`src/rtl/matrix_mac_engine.sv`:
```
// ---------------------------------------------------------------------------
// matrix_mac_engine
//
// Computes C = A x B for two N x N unsigned matrices (N = 2**DIM_BITS) held
// in two external single-port RAMs with one cycle of read latency. Each
// element C[i][j] is formed by N reads of A[i][k] and B[k][j], a multiply-
// accumulate pipeline, and a valid/ready handshake toward the result sink.
// Elements leave in row-major order.
//
// Ports
//   clk, rst          rising-edge clock, asynchronous active-high reset
//   start             one-cycle request to run a full multiply (IDLE only)
//   busy              high while a multiply is in progress
//   done              one-cycle pulse after the last element is accepted
//   a_enable_n        RAM A chip enable (active low)
//   a_wren_n          RAM A write enable (active low), tied inactive
//   a_address         RAM A address {row, col}
//   a_out             RAM A read data, one cycle after the address
//   b_enable_n        RAM B chip enable (active low)
//   b_wren_n          RAM B write enable (active low), tied inactive
//   b_address         RAM B address {row, col}
//   b_out             RAM B read data, one cycle after the address
//   c_valid, c_ready  result handshake
//   c_data            C[c_row][c_col]
//   c_row, c_col      coordinates of the element on c_data
// ---------------------------------------------------------------------------
module matrix_mac_engine #(
    parameter int DATA_WIDTH   = 8,
    parameter int DIM_BITS     = 2,
    parameter int ADDRESS_BITS = 2 * DIM_BITS,
    parameter int ACC_WIDTH    = 2 * DATA_WIDTH + DIM_BITS
) (
    input  logic                    clk,
    input  logic                    rst,

    input  logic                    start,
    output logic                    busy,
    output logic                    done,

    output logic                    a_enable_n,
    output logic                    a_wren_n,
    output logic [ADDRESS_BITS-1:0] a_address,
    input  logic [DATA_WIDTH-1:0]   a_out,

    output logic                    b_enable_n,
    output logic                    b_wren_n,
    output logic [ADDRESS_BITS-1:0] b_address,
    input  logic [DATA_WIDTH-1:0]   b_out,

    output logic                    c_valid,
    input  logic                    c_ready,
    output logic [ACC_WIDTH-1:0]    c_data,
    output logic [DIM_BITS-1:0]     c_row,
    output logic [DIM_BITS-1:0]     c_col
);

    // Highest index along any dimension (N-1).
    localparam logic [DIM_BITS-1:0] IDX_LAST = '1;

    typedef enum logic [2:0] {
        S_IDLE,   // waiting for start
        S_READ,   // issuing N reads for the current element
        S_DRAIN,  // absorbing the product of the last read
        S_OUT,    // presenting C[i][j] until the sink accepts it
        S_DONE    // one-cycle completion pulse
    } state_t;

    state_t                  state_q, state_d;
    logic [DIM_BITS-1:0]     i_q, i_d;     // row of C
    logic [DIM_BITS-1:0]     j_q, j_d;     // column of C
    logic [DIM_BITS-1:0]     k_q, k_d;     // inner-product index
    logic [ACC_WIDTH-1:0]    acc_q, acc_d;
    logic                    rd_q, rd_d;   // a read was issued last cycle

    logic [2*DATA_WIDTH-1:0] product;

    // Full-width unsigned product; N products of at most (2**DW-1)**2 fit in
    // ACC_WIDTH, so the accumulator cannot overflow.
    assign product = a_out * b_out;

    // -----------------------------------------------------------------------
    // State register
    // -----------------------------------------------------------------------
    // NOTE: state uses non-blocking assignments so every flop samples the
    // values from before the edge, independent of statement order.
    always_ff @(posedge clk or posedge rst) begin
        if (rst) begin
            state_q <= S_IDLE;
            i_q     <= '0;
            j_q     <= '0;
            k_q     <= '0;
            acc_q   <= '0;
            rd_q    <= 1'b0;
        end else begin
            state_q <= state_d;
            i_q     <= i_d;
            j_q     <= j_d;
            k_q     <= k_d;
            acc_q   <= acc_d;
            rd_q    <= rd_d;
        end
    end

    // -----------------------------------------------------------------------
    // Next-state logic
    // -----------------------------------------------------------------------
    // NOTE: every signal gets a default before the case so no path leaves a
    // variable unassigned, which would otherwise infer a latch.
    always_comb begin
        state_d = state_q;
        i_d     = i_q;
        j_d     = j_q;
        k_d     = k_q;
        rd_d    = (state_q == S_READ);
        acc_d   = acc_q;

        // Read data returns one cycle after the address, so the product
        // belongs to the read issued in the previous cycle.
        if (rd_q) begin
            acc_d = acc_q + ACC_WIDTH'(product);
        end

        case (state_q)
            S_IDLE: begin
                if (start) begin
                    state_d = S_READ;
                    i_d     = '0;
                    j_d     = '0;
                    k_d     = '0;
                    acc_d   = '0;
                end
            end

            S_READ: begin
                k_d = k_q + 1'b1;  // wraps to 0 after the last inner index
                if (k_q == IDX_LAST) begin
                    state_d = S_DRAIN;
                end
            end

            S_DRAIN: begin
                state_d = S_OUT;
            end

            S_OUT: begin
                if (c_ready) begin
                    acc_d = '0;
                    j_d   = j_q + 1'b1;
                    if (j_q == IDX_LAST) begin
                        i_d = i_q + 1'b1;
                    end
                    if ((i_q == IDX_LAST) && (j_q == IDX_LAST)) begin
                        state_d = S_DONE;
                    end else begin
                        state_d = S_READ;
                    end
                end
            end

            S_DONE: begin
                state_d = S_IDLE;
            end

            default: begin
                state_d = S_IDLE;
            end
        endcase
    end

    // -----------------------------------------------------------------------
    // Outputs, decoded from registered state so they are glitch-free
    // -----------------------------------------------------------------------
    assign busy       = (state_q == S_READ) || (state_q == S_DRAIN) || (state_q == S_OUT);
    assign done       = (state_q == S_DONE);

    assign a_enable_n = (state_q != S_READ);
    assign b_enable_n = (state_q != S_READ);
    assign a_wren_n   = 1'b1;
    assign b_wren_n   = 1'b1;
    assign a_address  = {i_q, k_q};
    assign b_address  = {k_q, j_q};

    // The accumulator is idle during OUT, so c_data holds while stalled.
    assign c_valid    = (state_q == S_OUT);
    assign c_data     = acc_q;
    assign c_row      = i_q;
    assign c_col      = j_q;

endmodule

```
`config.mk`:
```
export PLATFORM = sky130hd
export DESIGN_NAME = matrix_mac_engine
export DESIGN_NICKNAME = d
export VERILOG_FILES = /design/src/rtl/matrix_mac_engine.sv
export SDC_FILE = /design/constraint.sdc
export NUM_CORES = 1
export LEC_CHECK = 0
export ABC_AREA = 1
export BUFFER_PORTS_ARGS = -buffer_cell sky130_fd_sc_hd__buf_2
export CELL_PAD_IN_SITES_DETAIL_PLACEMENT = 1
export CELL_PAD_IN_SITES_GLOBAL_PLACEMENT = 1
export CORE_MARGIN = 2
export CORE_UTILIZATION = 44
export CTS_BUF_LIST = sky130_fd_sc_hd__clkbuf_8
export DETAILED_ROUTE_END_ITERATION = 10
export GPL_ROUTABILITY_DRIVEN = 1
export PLACE_DENSITY_LB_ADDON = 0.3
export SYNTH_ARGS = -nofsm -noshare
export SYNTH_HDL_FRONTEND = slang
export SYNTH_SLANG_ARGS = --single-unit
```
`constraint.sdc`:
```
create_clock -name clk -period 5.1 [get_ports clk]
set_input_delay 1.02 -clock clk [delete_from_list [all_inputs] [get_ports clk]]
set_output_delay 1.02 -clock clk [all_outputs]
set_load 0.02 [all_outputs]
```
; ---- After elaboration in Yosys (flattened, before gate mapping)
; Index checks and enable logic that the tools add are counted.
; Widths: inputs -> output; s select.
[word_totals]
reg_bits = 28
wordCells = 49
output_inout_bits = 37
inputBits = 20
[op_classes]
n_reduce_logical = 10
add_sub_neg = 4
muxes = 16
multipliers = 1
n_eq_ne = 12
[ops]
columns = cell, count
row1 = $mux 18, 3
row2 = $pmux 18 s2, 1
row3 = $add 18x16->18, 1
row4 = $mul 8x8->16, 1
row5 = $mux 3, 4
row6 = $pmux 2 s2, 3
row7 = $pmux 3 s4, 1
row8 = $mux 2, 4
row9 = $add 2x1->2 const B, 3
row10 = $eq 2x2->1 const B, 3
row11 = $eq 3x2->1 const B, 2
row12 = $ne 2x1->1 const B, 3
row13 = $reduce_and 3->1, 2
row14 = $reduce_and 4->1, 1
row15 = $reduce_bool 2->1, 2
row16 = $eq 3x1->1 const B, 1
row17 = $eq 3x3->1 const B, 1
row18 = $logic_not 3->1, 1
row19 = $ne 3x1->1 const B, 1
row20 = $logic_or 1x1->1, 2
row21 = $ne 2x2->1 const B, 1
row22 = $reduce_and 2->1, 1
row23 = $logic_and 1x1->1, 1

; ---- Logic depth before layout (Yosys ltp)
[logic_depth]
depth_word = 5
mapped_depth = 22
depth_no_buf = 21

; ---- Worst setup path after synthesis
; OpenSTA, ideal clock, no wires.
[synth_timing]
kind = input-to-reg
from = in a_out[0]
to = reg acc_q[17], in the netlist c_data[17]
setup_slack_ps = 504
cell_stages = 19
t_required_ps = 4979
path_buffers = 1
t_arrival_ps = 4475
setup_ps = 121
cell_sequence = clkbuf_1 > nand2_1 > fa_1 > fa_1 > inv_1 > fa_1 > inv_1 > fa_1 > inv_1 > ha_1 > nand2_1 > inv_1 > nand3_1 > nand2_1 > nand2_1 > nand3_1 > nand2_1 > nor2_1 > nor2_1
[synth_between]
elab_chain_len = 5
[synth_lines]
columns = element, line_no
row1 = from (decl), 43  ; input logic [DATA_WIDTH-1:0] a_out,
row2 = $mul 8x8->16 (*), 79  ; assign product = a_out * b_out;
row3 = $add 18x16->18 (*), 120  ; acc_d = acc_q + ACC_WIDTH'(product);
row4 = $mux 18 (*), 119  ; if (rd_q) begin
row5 = $mux 18 (on tied branches), "146, 125"
row6 = $pmux 18 s2 (*), 123  ; case (state_q)
row7 = via acc_d[17], 72  ; logic [ACC_WIDTH-1:0] acc_q, acc_d;
row8 = to (signal assigned), 92  ; acc_q <= '0;
row9 = to (signal assigned), 99  ; acc_q <= acc_d;
row10 = to (decl), 72
; Mark *: on every way through the listed nets, which the timed path passes. The rest lies on a longest branch.
; A chain may end at the register's enable or synchronous reset.

; ---- Worst setup path after layout
[layout_timing]
from = in b_out[7]
to = reg acc_q[16], in the netlist c_data[16]
[layout_between]
elab_chain_len = 5
[layout_lines]
columns = element, line_no
row1 = from (decl), 48  ; input logic [DATA_WIDTH-1:0] b_out,
row2 = $mul 8x8->16 (*), 79
row3 = $add 18x16->18 (*), 120
row4 = $mux 18 (*), 119
row5 = $mux 18 (on tied branches), "146, 125"
row6 = $pmux 18 s2 (*), 123
row7 = via acc_d[16], 72
; Marked as above.

==> impl_metrics.json <==
{
  "drt_iter0_markers": 87,
  "ys_async_sr_fraction_pct": 100,
  "synth-edff-count": 0,
  "crit_required_ps": 5290,
  "yosysTopAreaCellShare_pct": 23.5,
  "io_buffers": 54,
  "first_global_vias": 4062,
  "drt_wl_total_um": 11400,
  "grt_overflow_total": 0,
  "clock_latency_ps": 290,
  "dieArea_mm2": 0.0105,
  "core_mm2": 0.00933,
  "hold_violations": 0,
  "avgSynthCellArea_um2": 7.04,
  "period_needed_ps": 4680,
  "fp-row-count": 35,
  "maxCapViolations": 0,
  "fin_tns_setup_ps": 0,
  "antenna_found_initial": 0,
  "cts_resized": 0,
  "vias": 3695,
  "cts_setup_buffers": 0,
  "synthesis.area_mm2": 0.00425,
  "dieHeight_um": 102,
  "fin_skew_ps": 7.87,
  "hold_path.class": "flop to flop",
  "rrSetupSlack_ps": 1030,
  "setup.worst_path.class": "primary input to flop",
  "yosys_warnings": 0,
  "antenna_cells": 0,
  "synth.largest_area_cell": "fa_1",
  "tightest_slew_ps": 554,
  "start_kind": "primary input",
  "die_width_um": 102,
  "ys_seq_elements": 28,
  "numCtsBuffers": 3,
  "fin_crit_sh_pct": 91.8,
  "drt_pass1_iterations": 4,
  "cts_tree": "yes",
  "path_clk_slew_ps": 110,
  "rsz0062_at_grt": "false",
  "dp_hpwl_um": 9870,
  "dp.cells": 760,
  "htree_levels": 1,
  "start_util_pct": 45.6,
  "synth_ff_type": "dfrtp_1",
  "synthTopCellsByArea": "fa_1 (24%), inv_1 (17%), dfrtp_1 (16%), nand2_1 (14%), ha_1 (13%)",
  "setup_violations": 0,
  "fin_cells": 764,
  "clock.fmax_mhz": 214,
  "crit_arrival_ps": 4870,
  "drive_above_1_share_pct": 10.6,
  "place_congestion": 0.873,
  "cts.sinks": 28,
  "cts.path.max_buffers": 2,
  "grt_pass1_wl_um": 19200,
  "vias_per_cell": 4.84,
  "grt_max_degree": 29,
  "synth.distinct_cells": 30,
  "root_buffer": "clkbuf_8",
  "drc": 0,
  "worstPathMaxFanout": 8,
  "ys_seq_area_share_pct": 16.5,
  "syn2layout_area_growth_pct": 8.38,
  "wl_per_cell_um": 14.9,
  "relSlewSlack_pct": 63.0,
  "status": "finished, final reports clean",
  "maxSlewViolCount": 0,
  "ioPinCount": 57,
  "holdBufCountCts": 0,
  "synth_common_cells": "inv_1 (190), nand2_1 (153), fa_1 (50)",
  "end_kind": "flop",
  "fillers": 1266,
  "synth.most_common_cell": "inv_1",
  "finalNetCount": 749,
  "grtUsageTotal_pct": 23.5,
  "synth_cells": 604,
  "antenna_left": 0
}
state kept, by name, indices dropped and copies added (netlist names):
signal   flops
c_col        2
state_q      3
c_row        2
k_q          2
c_data      18
rd_q         1
cell families (layout without fill, tap and decap cells):
kind of cell	count (synthesis)	after routing	share of synthesized area (%)
mux	1	1	0.235
other cells	1	2	0.0882
flops	28	28	16.5
compound gates	32	32	4.44
simple gates	224	224	21.4
fa+ha+maj	93	93	36.2
xor+xnor	4	4	0.824
buf+inv	221	251	20.4
worst max-delay path, cell delays in order:
cell     delay [ps]
buf_2           200
nand2_1         110
fa_1            510
fa_1            550
inv_1            60
fa_1            540
inv_1            60
fa_1            550
inv_1            50
ha_1            350
nand2_1         120
inv_1            70
nand3_1         120
nand2_1         180
nand2_1         100
nand3_1          90
nand2_1          50
nor2_1          110
nor2_1           50
layout by cell type, fill, tap and decap left out, types with 4 or more instances in the layout:
cell type    n
clkbuf_8     4
buf_2       54
dfrtp_1     28
o21ai_0      6
inv_1      190
nand3_1     24
a211oi_1     4
nor2_1      36
a21oi_1     13
fa_1        50
ha_1        43
nand2_1    153
stage by stage:
stage                     hold slack (ps)  cell area (um^2)  setup WS [ps]  utilization [%]
final                                 538              4610            420             49.4
after global routing                  573              4610            211             49.4
after CTS                             543              4610            438             49.4
after detailed placement              522              4550            131             48.8
after global placement                507              4550            169             48.8
after floorplan                       499              4260            504                -
path summary, 6_finish.rpt:
kind,to,from,depth (start not counted)
setup reg to reg,c_data[16],c_data[7],18
hold / removal,c_col[0],c_col[0],1
min in group asynchronous,c_data[16],rst,3
hold reg to reg,c_col[0],c_col[0],1
setup / recovery,c_data[16],b_out[7],19
max in group asynchronous,state_q[0],rst,3
layer usage:
metal / GRT usage [%] / wire, um / up-vias / part of all wire [%]
li1: - / - / 1775 / -
met1: 29.4 / 5040 / 1841 / 44
met2: 44.5 / 5850 / 66 / 51
met3: 1.57 / 344 / 13 / 3.0
met4: 4.82 / 174 / 0 / 1.5
met5: 0 / 0 / - / 0
layout make-up:
cell class / count / area (um^2) / share of cell area (%)
repair buffers: 56 / 285 / 6.19
clock buffers: 4 / 55.1 / 1.19
flip-flops and latches: 28 / 701 / 15.2
multi-input cells: 356 / 2690 / 58.4
inverters: 191 / 717 / 15.6
well taps: 129 / 161 / 3.50
Power is not shown: default switching activity piles up to over one toggle a cycle in this logic, so the estimate is an artifact.
